===== src/rtl/adc_bcd_reader.sv =====
// Reads a 12-bit code from a serial ADC, scales it to millivolts and emits four ASCII digits.
// Define ADC_AVG_EN to average four back-to-back frames before scaling.
module adc_bcd_reader #(
  parameter int SCLK_DIV = 50,
  parameter int VREF_MV  = 3300
) (
  input  logic        clk,
  input  logic        rst,
  input  logic        miso,
  input  logic        bcd_start,
  output logic        bcd_end,
  output logic [31:0] BCD_converted_num,
  output logic        ss,
  output logic        sclk,
  output logic [7:0]  leds
);

  localparam int CW = (SCLK_DIV > 2) ? $clog2(SCLK_DIV) : 1;
  localparam logic [CW-1:0] DIV_LAST = CW'(SCLK_DIV - 1);

  typedef enum logic [2:0] {
    IDLE,
    CS_SETUP,
    SHIFT,
    QUIET,
    SCALE,
    DABBLE,
    DONE
  } state_t;

  state_t        r_state;
  logic [CW-1:0] r_divCnt;
  logic [4:0]    r_bitCnt;
  // Only the low 12 bits of the frame matter; the four leading zeros shift out the top.
  logic [11:0]   r_shreg;
  logic [27:0]   r_dab;
  logic [3:0]    r_dabCnt;
`ifdef ADC_AVG_EN
  logic [13:0]   r_acc;
  logic [1:0]    r_frameCnt;
`endif

  logic [11:0]   w_code;
  logic [23:0]   w_product;
  logic [11:0]   w_mv;
  logic [27:0]   w_dabAdj;
  logic [27:0]   w_dabNext;
  logic [31:0]   w_ascii;

`ifdef ADC_AVG_EN
  assign w_code = 12'(r_acc >> 2);
`else
  assign w_code = r_shreg;
`endif

  assign w_product = {12'd0, w_code} * 24'(VREF_MV);
  assign w_mv      = 12'(w_product >> 12);

  // One double-dabble step: correct each BCD digit that would overflow, then shift left.
  always_comb begin
    w_dabAdj = r_dab;
    for (int i = 0; i < 4; i++) begin
      if (r_dab[12+4*i +: 4] >= 4'd5) begin
        w_dabAdj[12+4*i +: 4] = r_dab[12+4*i +: 4] + 4'd3;
      end
    end
    w_dabNext = w_dabAdj << 1;
  end

  assign w_ascii = {4'h3, w_dabNext[27:24], 4'h3, w_dabNext[23:20],
                    4'h3, w_dabNext[19:16], 4'h3, w_dabNext[15:12]};

  always_ff @(posedge clk or posedge rst) begin
    if (rst) begin
      r_state           <= IDLE;
      r_divCnt          <= '0;
      r_bitCnt          <= '0;
      r_shreg           <= '0;
      r_dab             <= '0;
      r_dabCnt          <= '0;
`ifdef ADC_AVG_EN
      r_acc             <= '0;
      r_frameCnt        <= '0;
`endif
      ss                <= 1'b1;
      sclk              <= 1'b1;
      bcd_end           <= 1'b0;
      leds              <= '0;
      BCD_converted_num <= 32'h30303030;
    end else begin
      bcd_end <= 1'b0;
      case (r_state)
        IDLE: begin
          if (bcd_start) begin
            ss       <= 1'b0;
            r_divCnt <= '0;
            r_bitCnt <= '0;
`ifdef ADC_AVG_EN
            r_acc      <= '0;
            r_frameCnt <= '0;
`endif
            r_state  <= CS_SETUP;
          end
        end

        CS_SETUP: begin
          if (r_divCnt == DIV_LAST) begin
            r_divCnt <= '0;
            sclk     <= 1'b0;
            r_state  <= SHIFT;
          end else begin
            r_divCnt <= r_divCnt + 1'b1;
          end
        end

        // Each half-period ends on DIV_LAST; a low half ends with the rising edge and the sample.
        SHIFT: begin
          if (r_divCnt == DIV_LAST) begin
            r_divCnt <= '0;
            if (!sclk) begin
              sclk     <= 1'b1;
              r_shreg  <= {r_shreg[10:0], miso};
              r_bitCnt <= r_bitCnt + 1'b1;
            end else if (r_bitCnt == 5'd16) begin
              ss      <= 1'b1;
`ifdef ADC_AVG_EN
              r_acc   <= r_acc + {2'b00, r_shreg};
`endif
              r_state <= QUIET;
            end else begin
              sclk <= 1'b0;
            end
          end else begin
            r_divCnt <= r_divCnt + 1'b1;
          end
        end

        QUIET: begin
          if (r_divCnt == DIV_LAST) begin
            r_divCnt <= '0;
`ifdef ADC_AVG_EN
            if (r_frameCnt != 2'd3) begin
              r_frameCnt <= r_frameCnt + 1'b1;
              r_bitCnt   <= '0;
              ss         <= 1'b0;
              r_state    <= CS_SETUP;
            end else begin
              r_state <= SCALE;
            end
`else
            r_state <= SCALE;
`endif
          end else begin
            r_divCnt <= r_divCnt + 1'b1;
          end
        end

        SCALE: begin
          r_dab    <= {16'd0, w_mv};
          r_dabCnt <= '0;
          r_state  <= DABBLE;
        end

        // The final shift's result goes straight to the outputs so DONE lasts a single cycle.
        DABBLE: begin
          r_dab <= w_dabNext;
          if (r_dabCnt == 4'd11) begin
            bcd_end           <= 1'b1;
            BCD_converted_num <= w_ascii;
            leds              <= w_code[11:4];
            r_state           <= DONE;
          end else begin
            r_dabCnt <= r_dabCnt + 1'b1;
          end
        end

        DONE: begin
          r_state <= IDLE;
        end

        default: begin
          r_state <= IDLE;
        end
      endcase
    end
  end

endmodule

===== config.mk =====
export PLATFORM = sky130hd
export DESIGN_NAME = adc_bcd_reader
export DESIGN_NICKNAME = d
export VERILOG_FILES = /design/src/rtl/adc_bcd_reader.sv
export SDC_FILE = /design/constraint.sdc
export NUM_CORES = 1
export LEC_CHECK = 0
export BUFFER_PORTS_ARGS = -buffer_cell sky130_fd_sc_hd__buf_2
export CAP_MARGIN = 20
export CORE_MARGIN = 2
export CORE_UTILIZATION = 25
export CTS_BUF_LIST = sky130_fd_sc_hd__clkbuf_2 sky130_fd_sc_hd__clkbuf_4 sky130_fd_sc_hd__clkbuf_8
export DETAILED_ROUTE_END_ITERATION = 10
export PLACE_DENSITY = 0.36
export REMOVE_ABC_BUFFERS = 1
export SETUP_SLACK_MARGIN = 0.5
export SYNTH_ARGS = -nofsm -noshare
export SYNTH_HDL_FRONTEND = slang
export SYNTH_SLANG_ARGS = --single-unit

===== constraint.sdc =====
create_clock -name clk -period 5.9 [get_ports clk]
set_clock_uncertainty 0.05 [all_clocks]
set_input_delay 0.59 -clock clk [delete_from_list [all_inputs] [get_ports clk]]
set_output_delay 0.59 -clock clk [all_outputs]
set_load 0.005 [all_outputs]

==> impl_results.md, run 1 <==
* Root Driver: clkbuf_8
* PostCTS Resize Cnt at 0
* Simple-Gate Fraction of Synth Area at 0.120
* Drt drc at 0
* CTS tree: built
* Met3 Wirelength at 405 microns
* DR top layer: met4
* Top-area cell type share of the netlist area at 0.338
* Critical Path Fanout Max at 7
* Clock Pin Slew Worst Setup and Hold Paths at roughly 90 ps
* Critical Path AT at ~4900 ps
* Post-route clock period utilization at 0.794
* RSZ-0062 raised after global routing: no
* Met2 wire length at between 6 and 7 mm
* Status: finished clean
* Cell Count, Final, Fillers Out at 980
* Final setup TNS at 0 ps
* Die area at between 20000 and 30000 sq um
* Routed Antenna Nets at 0
* Die Width at ~160 microns
* Gr usage total at 0.115
* Post-synth top area cell: dfrtp_1
* Compound-Gate Fraction of Synth Area at 0.138
* CP Capture Type: flop
* FP Rows at 57
* Synth async-reset ratio at 1.00
* DP HPWL at roughly 11 mm
* Worst path required time at about 6100 ps
* Initial antenna violation count at 0
* Antenna diodes at 0
* Seq/Total Area, Yosys at 0.347
* WL per Instance at 14.4 microns
* Layout area overhead at 10.3%
* Power Density at 183 nW/um^2
* Vias in the first global route at between 4000 and 5000
* Final setup fails at 0
* Seq cells post-synth at 85
* Minimum period implied by the final worst setup slack at 4680 ps
* IO Pins at 47
* Hold Crit Class: in -> async
* Post-CTS setup buffers at 0
* First-pass GRT wire length at 23.5 mm
* Mux contribution to synthesized area at 0.0294
* Initial core utilization at 0.254
* Synth top area cells: dfrtp_1, ha_1, fa_1, nand2_1, o21ai_0
* Slew headroom at 0.344
* Final-report hold violation count at 0
* Post-synth EDFFs at 0
* Core Box Area at about 24000 sq um
* Post-Syn Instances at 625
* Achievable frequency at roughly 210 MHz
* Die Ht at between 150 and 200 microns
* Grt total ovfl at 0
* Met1 Wirelength at about 7.0 mm
* Fin util at 0.280
* Leading cell types by count after synthesis: ha_1, dfrtp_1, nand2_1
* VDD IR-drop max at approximately 84 uV
* Kind of critical path: reg -> reg
* Max cap viols at 0
* Netlist cell types at 52
* Top-count cell post-synth: ha_1
* Via count at between 4000 and 5000
* Clk Latency, worst-skew pair at about 370 ps
* DRT iter0 DRCs at between 100 and 150
* CTS buffer count at 9
* PortBufs at 30
* H-tree levels at 3
* RD Place Congestion at slightly below 0.8
* Lkg Pwr at roughly 3.6 nW
* Avg Cell Area, Syn at a little under 10 sq um
* Fin nets at 769
* Post-Syn Area at 6140 sq um
* Crit start category: flop
* Synth warn at 0
* Largest family of logic cells by synthesized area: adder cells
* Top_reg_cell synth: dfrtp_1
* Worst slew pin tran at ~980 ps
* Share of cells above drive strength 1 at 0.108
* Cells after DPL at a little under 1000
* Final wirelength at around 14 mm
* Clk buf depth at 2
* Drt via density at about 4.5
* Clock sinks at between 80 and 90
* Final slew viol count at 0
* Post-synthesis xor/xnor area fraction at 0.0314
* TritonRoute pass-1 iters at 5
* Largest net degree at the start of global routing at between 50 and 60
* CTS Hold Bufs at 0
* Post-Synth Adder-Cell Area at 0.267
-- logic make-up after synthesis --
kind of cell,after synthesis
buf+inv,87
fa+ha+maj,114
other cells,2
xor+xnor,22
mux,14
simple gates,158
flops,85
compound gates,143
-- path summary, 6_finish.rpt --
path                                      start                    to  slack, ps  cells past startpoint
setup / recovery                     r_shreg[4]              r_dab[9]       1220                     17
hold / removal                              rst           r_divCnt[1]        210                      2
setup reg to reg                     r_shreg[4]              r_dab[9]       1220                     17
hold reg to reg            BCD_converted_num[2]  BCD_converted_num[2]        430                      2
max in group asynchronous                   rst            r_shreg[3]       4420                      3
min in group clk                      bcd_start                    ss        370                      2
-- cell type report --
class / count / area (sq um)
well taps: 324 / 405
clock buffers: 10 / 138
clock inverters: 6 / 62.6
flip-flops and latches: 85 / 2130
inverters: 55 / 208
multi-input cells: 467 / 3650
fillers: 2578 / 17400
repair buffers: 33 / 173
-- registers in the layout, summed over array words and instances, names as in the netlist, 3 cells and up --
name / count
r_state: 3
r_dab: 28
r_shreg: 12
BCD_converted_num: 16
r_dabCnt: 4
r_divCnt: 6
leds: 8
r_bitCnt: 5
-- routing by layer --
layer  up-vias  track usage
met5         -            0
met4         0       0.0283
met2        67        0.187
li1       2176            -
met3        12       0.0220
met1      2123        0.158
-- worst max-delay path, cell delays in order (launching register included) --
cell      delay (ps)
dfrtp_1          500
ha_1             390
ha_1             320
inv_1             60
fa_1             530
inv_1             60
fa_1             520
inv_1             50
fa_1             500
inv_1             40
ha_1             280
nand2_1           50
a21o_1           180
o21ai_2          300
o41ai_4          120
o31a_1           320
xnor2_1          180
o211ai_1         100
-- metrics by stage --
stage / area (sq um) / hold WS, ps / power (W) / worst slack [ps]
3_3_place_gp: 6570 / 406 / 0.000807 / 1220
2_1_floorplan: 5990 / 392 / 0.000756 / 1600
4_1_cts: 6770 / 228 / 0.00126 / 1160
3_5_place_dp: 6570 / 414 / 0.000812 / 1180
6_report: 6770 / 211 / 0.00124 / 1220
5_1_grt: 6770 / 244 / 0.00131 / 986
-- where the power goes --
| part | total [W] | internal (W) | switching (W) |
|---|---|---|---|
| logic | 0.000151 | 0.0000484 | 0.000103 |
| registers | 0.000646 | 0.000600 | 0.0000458 |
| clock network | 0.000440 | 0.000207 | 0.000234 |
-- cells in the final DEF (no fill, tap or decap), drive strengths merged, types with 4 or more instances in the layout --
| cell | instances |
|---|---|
| ha | 86 |
| dfrtp | 83 |
| nand2 | 78 |
| o21ai | 69 |
| inv | 54 |
| buf | 33 |
| fa | 28 |
| a21oi | 27 |
| nor2 | 25 |
| nand3 | 17 |
| conb | 16 |
| mux2 | 14 |
| xnor2 | 13 |
| nor3 | 12 |
| o22ai | 10 |
| clkbuf | 10 |
| a21o | 9 |
| xor2 | 9 |
| a31oi | 9 |
| and3 | 8 |
| nand2b | 6 |
| clkinv | 6 |
| o31ai | 4 |
| nor3b | 4 |
(Power assumes the default switching activity.)
==> run 2, diff against run 1 <==
clock period = 4.7 ns   (was 5.9 ns; I/O delays follow)
==> run 2 against run 1 <==
  * Global-route usage up 0.36 points
  * Via count is 3.8% higher
  * Wire length is 4.4% higher
  * Clock power increased by 38%
  * Non-clock buffer count grew 29
  * Sequential power up 25%
  * Critical endpoint is now r_dab[10]
  * Utilization grew 2.6 points
  * First-iteration DRC count down 15%
  * Final cell count increased by 3.0%
  * Largest power group unchanged
==> impl_results.md, run 2 (synthesis gave the netlist of run 1 again) <==
* Clk Latency, worst-skew pair at 380 ps
* Final-report hold violation count at 0
* Max reg flops at 28
* Die area at around 26000 sq um
* Final setup TNS at 0 ps
* Layout area overhead at 20.4%
* Crit start category: flop
* TritonRoute pass-1 iters at 4
* Clock share of power at 0.377
* Most frequent cells in the layout: nand2_1, dfrtp_1, ha_1, o21ai_0, inv_1
* Gr usage total at 0.118
* Initial antenna violation count at 0
* Final slew viol count at 0
* Seq pwr share at 0.504
* Final setup fails at 0
* Die Ht at 161 microns
* Tot Pwr at about 0.0016 W
* Routed Antenna Nets at 0
* Core Box Area at approximately 24000 sq um
* Hold slack at 149 ps
* IO Pins at 47
* Lkg Pwr at between 3 and 4 nW
* Clock sinks at 85
* DP HPWL at 10.8 mm
* CP Capture Type: flop
* Clk buf depth at 2
* R2r setup slk at 480 ps
* Clock Pin Slew Worst Setup and Hold Paths at roughly 100 ps
* H-tree levels at 3
* Fin nets at around 800
* Comb pwr share at 0.120
* Post-route clock period utilization at 0.899
* VDD IR-drop max at around 150 uV
* Share of cells above drive strength 1 at 0.220
* Post-route setup slack at ~480 ps
* Net Sw Frac at 0.304
* Grt total ovfl at 0
* Hold Crit Class: in -> async
* Vias in the first global route at roughly 4700
* RSZ-0062 raised after global routing: yes
* CTS Hold Bufs at 0
* Die Width at ~160 microns
* Max cap viols at 0
* Antenna diodes at 0
* Slew headroom at 0.316
* PortBufs at 30
* Kind of critical path: reg -> reg
* Drt via density at approximately 4.5
* Drt drc at 0
* Power Density at roughly 220 nW/um^2
* CTS tree: built
* Critical Path AT at 4420 ps
* Place WS at between 100 and 150 ps
* Worst reg2reg path depth at 15
* Initial core utilization at 0.254
* Worst slew pin tran at around 1000 ps
* Worst path required time at around 4900 ps
* R2R Path Start: r_shreg[8]
* Biggest register: r_dab
* Reg-to-Reg End: r_dab[10]
* Biggest regs: r_dab (28), BCD_converted_num (16), r_shreg (12)
* Final wirelength at between 10 and 15 mm
* Critical path origin: r_shreg[8]
* First-pass GRT wire length at 24.4 mm
* Root Driver: clkbuf_8
* RD Place Congestion at between 0.8 and 0.9
* DRT iter0 DRCs at roughly 120
* Internal power at 0.00112 W
* Via count at about 4500
* Largest net degree at the start of global routing at 48
* CTS buffer count at 9
* Most common cell after layout, fill and taps aside: nand2_1
* Critical Path Fanout Max at 3
* WL per Instance at 14.6 microns
* Sw Pwr at just under 0.0005 W
* Achievable frequency at approximately 240 MHz
* Status: finished clean
* FP Rows at 57
* Minimum period implied by the final worst setup slack at approximately 4200 ps
[run 2: changes by cell type in the layout (fill, tap and decap cells not counted), sizes merged]
cell and delta:
clkbuf -1, bufinv +1, clkinvlp +2, buf +29, inv +2, clkinv -4
[run 2: metal layers]
metal	part of all wire	GRT usage	wire (microns)	vias up
li1	-	-	-	2220
met1	0.48	0.156	7030	2259
met2	0.48	0.201	7140	55
met3	0.025	0.0183	365	12
met4	0.013	0.0336	193	0
met5	0	0	0	-
[run 2: worst max-delay path by stage]
| stage | to | slack, ps | depth (start not counted) |
|---|---|---|---|
| 2_1_floorplan | r_dab[5] | 400 | 16 |
| 3_3_place_gp | r_dab[9] | 170 | 16 |
| 3_5_place_dp | r_dab[5] | 130 | 16 |
| 4_1_cts | r_dab[5] | 490 | 18 |
| 5_1_grt | r_dab[5] | 320 | 18 |
| 6_report | r_dab[10] | 480 | 15 |
[run 2: critical path, stage by stage, from the launching register on]
cell      delay, ps
dfrtp_2         490
ha_4            300
inv_1            60
fa_1            430
inv_1           100
fa_1            460
fa_1            510
ha_1            350
ha_4            270
a21oi_4         160
o21ai_1         110
nand3_1          90
o21ai_0         100
a311oi_1        310
xor2_1          230
o21ai_1          80
[run 2: power by group through the flow]
stage	Clock [W]	Combinational (W)	Sequential, W
2_1_floorplan	0	0.000141	0.000809
3_3_place_gp	0	0.000189	0.000824
3_5_place_dp	0	0.000193	0.000827
4_1_cts	0.000631	0.000198	0.000812
5_1_grt	0.000663	0.000223	0.000819
6_report	0.000606	0.000193	0.000810
[run 2: cell type report]
type | instances | area, sq um
Clock buffer | 9 | 124
Clock inverter | 7 | 97.6
Fill cell | 2488 | 16800
Inverter | 55 | 208
Multi-Input combinational cell | 467 | 4010
Sequential cell | 85 | 2140
Tap cell | 324 | 405
Timing Repair Buffer | 62 | 407
[run 2: per-stage QoR]
step | cells | cell area, sq um | utilization
2_1_floorplan | 607 | 5990 | -
3_3_place_gp | 971 | 6620 | 0.274
3_5_place_dp | 971 | 6620 | 0.274
4_1_cts | 1004 | 7240 | 0.299
5_1_grt | 1009 | 7390 | 0.306
6_report | 1009 | 7390 | 0.306
[run 2: repair_timing]
action / CTS / global route
buffers inserted: 17 / 5
pin swaps: 39 / 22
endpoints found under the hold margin: 0 / 0
resized for setup: 46 / 17
endpoints found under the setup margin: 11 / 10
==> run 3, diff against run 2 <==
CORE_MARGIN = 1.5   (was 2)
GPL_TIMING_DRIVEN = 0   (was not set)
MAX_ROUTING_LAYER = met4   (was not set)
==> run 3 against run 2 <==
  * Sequential power is essentially flat
  * Clock power shrank 3%
  * Utilization shrank 0.10 points
  * Non-clock buffer count shrank 6
  * Maximum frequency grew 0.26%
  * Total power shrank 0.82%
  * Worst setup slack gained 11 ps
  * Final area shrank 0.34%
  * First-iteration DRC count grew 56%
  * Largest cell class unchanged
==> impl_results.md, run 3 (synthesis gave the netlist of run 1 again) <==
* Fin util at 0.305
* Critical Path AT at about 4400 ps
* Clk Latency, worst-skew pair at about 370 ps
* VDD IR-drop max at 95.1 uV
* Final slew viol count at 0
* Grt total ovfl at 0
* Largest net degree at the start of global routing at 66
* Worst path required time at about 4900 ps
* Kind of critical path: reg -> reg
* Achievable frequency at 237 MHz
* Antenna diodes at 0
* Vias in the first global route at approximately 4600
* Root Driver: clkbuf_8
* CTS tree: built
* IO Pins at 47
* Minimum period implied by the final worst setup slack at between 4000 and 5000 ps
* Biggest register: r_dab
* Clock sinks at 85
* RSZ-0062 raised after global routing: yes
* H-tree levels at 3
* Max reg flops at 28
* Critical Path Fanout Max at 3
* Crit start category: flop
* Die area at about 25000 sq um
* Most frequent cells in the layout: nand2_1, dfrtp_1, ha_1, o21ai_0, inv_1
* First-pass GRT wire length at between 20 and 25 mm
* Max cap viols at 0
* Buf+Inv Stages, Crit Path at 2
* Clk buf depth at 2
* Hold Crit Class: in -> reg
* Fin nets at approximately 790
* Lkg Pwr at 3.64 nW
* TritonRoute pass-1 iters at 4
* Final wirelength at 14.4 mm
* Initial antenna violation count at 0
* PortBufs at 30
* Kind of cell adding the most delay to the critical path: adder cells
* Status: finished clean
* Final setup fails at 0
* Power Density at about 220 nW/um^2
* Core Box Area at 24200 sq um
* CP Capture Type: flop
* Die Ht at between 150 and 200 microns
* Share of cells above drive strength 1 at 0.222
* DRT iter0 DRCs at between 150 and 200
* Drt drc at 0
* CP cell instances: ha_4 -> xor2_2 -> ha_2 -> fa_1 -> fa_1 -> inv_1 -> fa_1 -> inv_2 -> ha_4 -> o21ai_2 -> nand2_1 -> a21o_1 -> o41a_1 -> a31oi_1 -> xor2_1 -> o21ai_1
* Critical path's most frequent cell: fa_1
* Hold slack at approximately 250 ps
* Post-route clock period utilization at 0.896
* Levels on crit path at 16
* Slew headroom at 0.344
* RD Place Congestion at approximately 0.79
* CTS buffer count at 9
* Initial core utilization at 0.254
* Worst slew pin tran at between 900 and 1000 ps
* Biggest regs: r_dab (28), BCD_converted_num (16), r_shreg (12)
* Critical-path top delay cell: fa_1
* Gr usage total at 0.124
* Layout area overhead at 20.0%
* Routed Antenna Nets at 0
* CP max stage delay at approximately 510 ps
* Via count at 4457
* Worst reg2reg path depth at 16
* Most common cell after layout, fill and taps aside: nand2_1
* Drt via density at 4.44
* Die Width at ~160 microns
* DP HPWL at around 10 mm
* Clock Pin Slew Worst Setup and Hold Paths at around 90 ps
* Final-report hold violation count at 0
* Min-Delay Path Depth at 2
* WL per Instance at roughly 14 microns
* FP Rows at 57
[run 3: cell types whose count changed in the layout (fill, tap and decap cells not counted), sizes merged]
cell and change:
dlygate4sd3 +1, inv -1, buf -7, clkinvlp -2
clkinv +2, clkbuf +1
[run 3: area by class of cell]
| class | instances | area, sq um |
|---|---|---|
| inverters | 55 | 209 |
| repair buffers | 56 | 390 |
| fillers | 2540 | 16800 |
| clock buffers | 10 | 131 |
| clock inverters | 6 | 87.6 |
| flip-flops and latches | 85 | 2140 |
| multi-input cells | 467 | 4000 |
| well taps | 324 | 405 |
[run 3: per-layer routing]
metal,global-route usage,vias up,share of wire
li1,-,2224,-
met1,0.160,2169,0.48
met2,0.200,53,0.48
met3,0.0192,11,0.024
met4,0.0420,0,0.0099
met5,-,-,0
[run 3: power by group]
part,switching (W),internal (W)
registers,0.0000580,0.000753
logic,0.000129,0.0000672
clock network,0.000283,0.000306
[run 3: final timing paths]
kind                            slack [ps]     endpoint  startpoint
worst max-delay path                   490     r_dab[5]  r_shreg[2]
min in group asynchronous              550  r_divCnt[1]         rst
worst min register to register         430      leds[1]     leds[1]
max in group asynchronous             3400   r_shreg[1]         rst
worst max register to register         490     r_dab[5]  r_shreg[2]
worst min-delay path                   250           ss   bcd_start
[run 3: metrics by stage]
| step | total power, W | std cells | worst slack, ps | area (sq um) | TNS, ps |
|---|---|---|---|---|---|
| finish | 0.00160 | 1003 | 487 | 7370 | 0 |
| global route | 0.00170 | 1003 | 340 | 7370 | 0 |
| CTS | 0.00163 | 1003 | 457 | 7320 | 0 |
| detailed placement | 0.00102 | 964 | -76.7 | 6610 | -98.5 |
| global placement | 0.00101 | 961 | -107 | 6550 | -114 |
| floorplan | 0.000950 | 607 | 395 | 5990 | 0 |
[run 3: repair_timing]
item                                   in CTS  in global routing
pin swaps                                  38                 13
hold buffers                                1                  0
setup endpoints to repair                  12                 10
endpoints found under the hold margin      10                  0
gates resized for setup                    59                 10
buffers inserted                           22                  0
